### src/rtl/display_scan_scheduler.sv
// -----------------------------------------------------------------------------
// display_scan_scheduler
//   Time-multiplexes NUM_DIGITS hex digits onto one shared seven-segment
//   decoder. Each enabled digit owns the decoder for ON_CYCLES clocks. When
//   blanking is built in, DEAD_CYCLES clocks of all-off time separate slots.
//
// Build option:
//   DISPLAY_SCAN_DEADTIME_EN  defined   -> SCAN slot, DEAD blanking, next slot
//                             undefined -> SCAN slots back to back
//
// Parameters:
//   NUM_DIGITS   number of multiplexed digits (2..4)
//   ON_CYCLES    clocks per digit on-slot (>= 2)
//   DEAD_CYCLES  clocks of blanking between slots (>= 1)
//
// Ports:
//   clk         clock, rising edge
//   reset       synchronous active-high reset, overrides everything
//   digits      packed digit values, digit i at [4i+3:4i]
//   digit_en    per-digit scan participation
//   hold        freeze scan position, counters and anodes
//   hex         registered value for the shared decoder
//   anode_n     registered active-low digit enables (at most one low)
//   active_idx  index of the digit that currently owns the decoder
//   slot_start  one-cycle pulse on the first cycle of each on-slot
// -----------------------------------------------------------------------------
module display_scan_scheduler #(
  parameter int unsigned NUM_DIGITS  = 2,
  parameter int unsigned ON_CYCLES   = 20000,
  parameter int unsigned DEAD_CYCLES = 4
) (
  input  logic                    clk,
  input  logic                    reset,
  input  logic [4*NUM_DIGITS-1:0] digits,
  input  logic [NUM_DIGITS-1:0]   digit_en,
  input  logic                    hold,
  output logic [3:0]              hex,
  output logic [NUM_DIGITS-1:0]   anode_n,
  output logic [1:0]              active_idx,
  output logic                    slot_start
);

  localparam int unsigned MAX_CYCLES = (ON_CYCLES > DEAD_CYCLES) ? ON_CYCLES : DEAD_CYCLES;
  localparam int unsigned CNT_W      = (MAX_CYCLES > 1) ? $clog2(MAX_CYCLES) : 1;

  localparam logic [0:0] ST_SCAN = 1'b0;
  localparam logic [0:0] ST_DEAD = 1'b1;

  localparam logic [CNT_W-1:0] ON_LAST   = CNT_W'(ON_CYCLES - 1);
  localparam logic [CNT_W-1:0] DEAD_LAST = CNT_W'(DEAD_CYCLES - 1);

  // Scan position of the current cycle
  logic [0:0]            state_q, state_d;
  logic [CNT_W-1:0]      cnt_q, cnt_d;
  logic [1:0]            idx_q, idx_d;
  // Low only between reset and the first scheduled slot
  logic                  run_q, run_d;

  // Registered outputs
  logic [3:0]            hex_q, hex_d;
  logic [NUM_DIGITS-1:0] anode_q, anode_d;
  logic                  slot_start_q, slot_start_d;

  // Result of the cyclic search for the next enabled digit
  logic [1:0]            next_idx;
  logic                  found;

  // Cyclic search from idx_q+1; wraps around to idx_q itself, so an
  // only-current or all-disabled enable mask leaves the index unchanged
  always_comb begin : next_idx_search
    next_idx = idx_q;
    found    = 1'b0;
    for (int k = 1; k <= int'(NUM_DIGITS); k++) begin
      for (int i = 0; i < int'(NUM_DIGITS); i++) begin
        if (!found && digit_en[i] &&
            (i == (int'(idx_q) + k) % int'(NUM_DIGITS))) begin
          next_idx = 2'(i);
          found    = 1'b1;
        end
      end
    end
  end

  // Next scan position and registered output values
  always_comb begin : next_state
    state_d      = state_q;
    cnt_d        = cnt_q;
    idx_d        = idx_q;
    run_d        = 1'b1;
    slot_start_d = 1'b0;
    hex_d        = 4'h0;
    anode_d      = '1;

    if (!run_q) begin
      // First edge out of reset opens the slot of digit 0
      state_d      = ST_SCAN;
      cnt_d        = '0;
      idx_d        = 2'd0;
      slot_start_d = 1'b1;
    end else if (!hold) begin
      case (state_q)
        ST_SCAN: begin
          if (cnt_q == ON_LAST) begin
            idx_d = next_idx;
            cnt_d = '0;
`ifdef DISPLAY_SCAN_DEADTIME_EN
            state_d      = ST_DEAD;
`else
            state_d      = ST_SCAN;
            slot_start_d = 1'b1;
`endif
          end else begin
            cnt_d = cnt_q + CNT_W'(1);
          end
        end
        ST_DEAD: begin
          if (cnt_q == DEAD_LAST) begin
            state_d      = ST_SCAN;
            cnt_d        = '0;
            slot_start_d = 1'b1;
          end else begin
            cnt_d = cnt_q + CNT_W'(1);
          end
        end
        default: begin
          state_d = ST_SCAN;
          cnt_d   = '0;
        end
      endcase
    end

    // Decoder follows the owning digit every cycle, including blanking
    for (int i = 0; i < int'(NUM_DIGITS); i++) begin
      if (idx_d == 2'(i)) begin
        hex_d = digits[4*i +: 4];
      end
    end

    // Anodes freeze under hold; otherwise light only the enabled owner in SCAN
    if (run_q && hold) begin
      anode_d = anode_q;
    end else begin
      for (int i = 0; i < int'(NUM_DIGITS); i++) begin
        anode_d[i] = !((state_d == ST_SCAN) && (idx_d == 2'(i)) && digit_en[i]);
      end
    end
  end

  // State and output registers
  always_ff @(posedge clk) begin : regs
    if (reset) begin
      state_q      <= ST_SCAN;
      cnt_q        <= '0;
      idx_q        <= 2'd0;
      run_q        <= 1'b0;
      hex_q        <= 4'h0;
      anode_q      <= '1;
      slot_start_q <= 1'b0;
    end else begin
      state_q      <= state_d;
      cnt_q        <= cnt_d;
      idx_q        <= idx_d;
      run_q        <= run_d;
      hex_q        <= hex_d;
      anode_q      <= anode_d;
      slot_start_q <= slot_start_d;
    end
  end

  assign hex        = hex_q;
  assign anode_n    = anode_q;
  assign active_idx = idx_q;
  assign slot_start = slot_start_q;

endmodule

### config.mk
export PLATFORM = sky130hd
export DESIGN_NAME = display_scan_scheduler
export DESIGN_NICKNAME = d
export VERILOG_FILES = /design/src/rtl/display_scan_scheduler.sv
export SDC_FILE = /design/constraint.sdc
export NUM_CORES = 1
export LEC_CHECK = 0
export BUFFER_PORTS_ARGS = -buffer_cell sky130_fd_sc_hd__buf_4
export CAP_MARGIN = 10
export CORE_MARGIN = 2
export CORE_UTILIZATION = 40
export DETAILED_ROUTE_END_ITERATION = 12
export PLACE_DENSITY_LB_ADDON = 0.3
export SETUP_SLACK_MARGIN = 0.5
export SYNTH_ARGS = -nofsm -noshare
export SYNTH_HDL_FRONTEND = slang
export SYNTH_SLANG_ARGS = --single-unit
export TNS_END_PERCENT = 30
### constraint.sdc
create_clock -name clk -period 3.9 [get_ports clk]
set_input_delay 0.195 -clock clk [delete_from_list [all_inputs] [get_ports clk]]
set_output_delay 0.195 -clock clk [all_outputs]
set_load 0.02 [all_outputs]
==> run_summary.xml <==
<?xml version="1.0" encoding="UTF-8"?>
<metrics>
  <group name="worst_hold_path">
    <metric name="hp-start" unit="">reset</metric>
    <metric name="path_class_of_the_lowest_slack_min_delay_path" unit="">in2reg</metric>
  </group>
  <group name="floorplanning">
    <metric name="core_area" unit="um^2">2810</metric>
    <metric name="floorplan.rows" unit="">19</metric>
    <metric name="die_h" unit="um">58.7</metric>
    <metric name="die_area" unit="um^2">3440</metric>
    <metric name="top_level_ports" unit="">22</metric>
    <metric name="start_util" unit="">0.426</metric>
    <metric name="die_width" unit="um">58.7</metric>
  </group>
  <group name="flow_run">
    <metric name="maxCapViolCount" unit="">0</metric>
  </group>
  <group name="worst_setup_path">
    <metric name="critPathSlowestCell" unit="">or3_1</metric>
    <metric name="wp_buf_inv" unit="">0</metric>
    <metric name="worstPathCellList" unit="">ha_1, nand4b_1, or3_1, o41ai_1, o221ai_2, a22o_1</metric>
    <metric name="cp_data_required_time" unit="ps">4140</metric>
    <metric name="maximum_fanout_encountered_on_the_critical_timing_path" unit="">5</metric>
    <metric name="crit_type" unit="">reg2reg</metric>
    <metric name="arrival_time_of_data_at_the_critical_path_endpoint" unit="ps">2410</metric>
    <metric name="cp_launch_point" unit="">cnt_q[0]</metric>
    <metric name="slowest_delay" unit="ps">440</metric>
    <metric name="setup.worst_path.end_class" unit="">register</metric>
    <metric name="family_with_the_most_delay_on_the_worst_path" unit="">compound AO/OA/AOI/OAI gates</metric>
    <metric name="r2r-start" unit="">cnt_q[0]</metric>
    <metric name="startpoint_type" unit="">register</metric>
  </group>
  <group name="clocking">
    <metric name="htree_levels" unit="">1</metric>
    <metric name="clk_path_buf_depth" unit="">2</metric>
    <metric name="cts.repair_timing.setup_buffer_count" unit="">0</metric>
    <metric name="insertion_delay" unit="ps">330</metric>
    <metric name="cts_made_buffers" unit="">3</metric>
    <metric name="tritoncts" unit="">done</metric>
    <metric name="clock_sinks" unit="">26</metric>
    <metric name="cts_resized" unit="">0</metric>
    <metric name="cts.reportedPaths.clkPinSlew" unit="ps">140</metric>
    <metric name="cts_root_buffer" unit="">clkbuf_4</metric>
    <metric name="cts_hold_buffers" unit="">0</metric>
  </group>
  <group name="pwr">
    <metric name="power.switching_fraction" unit="">0.231</metric>
    <metric name="power_density" unit="nW/um^2">317</metric>
    <metric name="irDropWorstVdd" unit="V">0.000139</metric>
    <metric name="comb_power_share" unit="">0.089</metric>
    <metric name="p_switching" unit="uW">104</metric>
    <metric name="seq_power_share" unit="">0.606</metric>
    <metric name="pwr-share-clk" unit="">0.306</metric>
    <metric name="static-leakage-power" unit="nW">0.519</metric>
    <metric name="cell_internal_pwr" unit="uW">347</metric>
  </group>
  <group name="cells_and_area">
    <metric name="sequential_cell_area" unit="um^2">520</metric>
    <metric name="final_net_count" unit="">180</metric>
    <metric name="fillers" unit="">283</metric>
    <metric name="final_util" unit="">0.508</metric>
    <metric name="layout-drive-gt1-share" unit="">0.194</metric>
    <metric name="antennaDiodeCount" unit="">0</metric>
    <metric name="most_frequent_cells_in_the_layout" unit="">26 x dfxtp_1, 21 x buf_4, 20 x nor2_1, 17 x nand2_1, 9 x nand3_1</metric>
    <metric name="multi_input_comb_area" unit="um^2">648</metric>
    <metric name="flow.area_growth_from_synthesis" unit="%">19.2</metric>
    <metric name="layout_commonest_cell" unit="">dfxtp_1</metric>
  </group>
  <group name="sta">
    <metric name="min_period_over_period" unit="">0.558</metric>
    <metric name="timing.slew.headroom" unit="">0.703</metric>
    <metric name="setup_viol_count_final" unit="">0</metric>
    <metric name="rsz0062_at_grt" unit="">no</metric>
    <metric name="worst_slew_pin_slew" unit="ps">445</metric>
    <metric name="clock_skew" unit="ps">6.15</metric>
    <metric name="setup_total_neg_slack" unit="ps">0</metric>
    <metric name="hold-worst-slack" unit="ps">53.0</metric>
    <metric name="post-route-min-period" unit="ps">2170</metric>
    <metric name="timing.fmax" unit="GHz">0.460</metric>
    <metric name="report.final.hold_viol_count" unit="">0</metric>
    <metric name="maxSlewViolCount" unit="">0</metric>
  </group>
  <group name="synth">
    <metric name="synth-seq-cells" unit="">26</metric>
    <metric name="yosysWarningCount" unit="">0</metric>
    <metric name="syn_area_per_cell" unit="um^2">8.47</metric>
    <metric name="netlist_instances" unit="">141</metric>
    <metric name="ys_seq_area_frac" unit="">0.436</metric>
    <metric name="yosys.cell_types.count" unit="">32</metric>
    <metric name="synthArstFlopShare" unit="">0</metric>
    <metric name="synthFlopType" unit="">dfxtp_1</metric>
    <metric name="mappedNetlistNets" unit="">155</metric>
    <metric name="syn_area" unit="um^2">1190</metric>
    <metric name="synth_edf_count" unit="">0</metric>
  </group>
  <group name="routing">
    <metric name="route.detailed.wl_per_inst" unit="um">13.8</metric>
    <metric name="route.layer.met1.wl" unit="mm">1.22</metric>
    <metric name="via_cell_ratio" unit="">5.56</metric>
    <metric name="dr_wl_met3" unit="um">214</metric>
    <metric name="wl" unit="mm">2.71</metric>
    <metric name="detailedRoute.firstPassIterationCount" unit="">8</metric>
    <metric name="remaining_drc_errors" unit="">4</metric>
    <metric name="highest_layer" unit="">met4</metric>
    <metric name="total_via_count_after_detailed_routing" unit="">1090</metric>
    <metric name="met2WireLength" unit="mm">1.24</metric>
    <metric name="route.antenna.remaining_nets" unit="">0</metric>
    <metric name="initialDrtViolationCount" unit="">63</metric>
  </group>
  <group name="placement">
    <metric name="portBuffers" unit="">21</metric>
    <metric name="dp_hpwl" unit="mm">2.01</metric>
    <metric name="gpl.final_weighted_congestion" unit="">0.881</metric>
  </group>
  <group name="run_status">
    <metric name="outcome" unit="">finished with violations</metric>
    <metric name="failed_checks" unit="">design-rule violations</metric>
  </group>
  <group name="global_routing">
    <metric name="antenna_violations_before_repair" unit="">0</metric>
    <metric name="global_route.usage.total" unit="">0.168</metric>
    <metric name="first_global_vias" unit="">1018</metric>
    <metric name="grt_start_max_net_pins" unit="">16</metric>
    <metric name="first_pass_grt_wire_length" unit="mm">4.49</metric>
    <metric name="globalRoute.totalOverflow" unit="">0</metric>
  </group>
</metrics>
-- registers in the layout, indices dropped and copies added, names as in the netlist --
| register | count |
|---|---|
| slot_start | 1 |
| hex | 4 |
| active_idx | 2 |
| anode_n | 2 |
| cnt_q | 15 |
| state_q | 1 |
| run_q | 1 |
-- kinds of logic (layout without fill, tap and decap cells) --
group / Yosys count / in the layout / synth area share
and+or+nand+nor: 72 / 72 / 0.314
DFF: 26 / 26 / 0.436
AOI/OAI and AO/OA: 25 / 25 / 0.144
xor gates and xnor gates: 10 / 10 / 0.0733
buffers and inverters: 7 / 31 / 0.0220
adders and majority gates: 1 / 1 / 0.0105
-- path summary, 6_finish.rpt --
check / to / slack (ps) / cells after the start
min reg2reg: anode_n[0] / 490 / 2
max reg2reg: hex[3] / 1730 / 6
min: slot_start / 50 / 2
max: hex[3] / 1730 / 6
-- through the flow --
step | instance area, um^2 | instances | total power [mW] | setup WS [ps]
final | 1420 | 196 | 0.452 | 1730
after global routing | 1420 | 196 | 0.472 | 1610
after CTS | 1420 | 196 | 0.455 | 1720
after detailed placement | 1390 | 192 | 0.320 | 1730
after global placement | 1390 | 192 | 0.319 | 1840
after floorplan | 1190 | 141 | 0.299 | 1930
-- synth_stat cells, drive strengths merged, types with 4 or more instances --
library cell | instances | area share
or3 | 4 | 0.021
nor3 | 4 | 0.017
a22o | 5 | 0.037
a21oi | 7 | 0.029
inv | 6 | 0.019
o21ai | 4 | 0.020
nor2 | 20 | 0.063
nand3 | 10 | 0.046
a31oi | 5 | 0.026
nor4 | 4 | 0.034
xnor2 | 5 | 0.037
xor2 | 5 | 0.037
dfxtp | 26 | 0.44
nand2 | 17 | 0.053
-- layer usage --
metal / up-vias / global-route usage
li1: 556 / -
met1: 487 / 0.209
met2: 43 / 0.291
met3: 4 / 0.0330
met4: 0 / 0.0584
met5: - / 0
-- cell type report --
| type | count | area share |
|---|---|---|
| Multi-Input combinational cell | 108 | 0.455 |
| Sequential cell | 26 | 0.366 |
| Tap cell | 31 | 0.0272 |
| Inverter | 6 | 0.0158 |
| Clock buffer | 4 | 0.0255 |
| Timing Repair Buffer | 21 | 0.111 |
-- worst register-to-register path, cell delays in order (launching register included) --
cell,delay (ps)
dfxtp_1,400
ha_1,260
nand4b_1,190
or3_1,440
o41ai_1,310
o221ai_2,220
a22o_1,270
-- power by group through the flow --
stage          registers [mW]  clock network, mW  logic [mW]
4_1_cts                 0.274              0.141      0.0403
6_report                0.274              0.138      0.0401
2_1_floorplan           0.284                  0      0.0142
3_3_place_gp            0.279                  0      0.0398
5_1_grt                 0.274              0.154      0.0443
3_5_place_dp            0.280                  0      0.0400
Power figures use the tool's default switching activity.
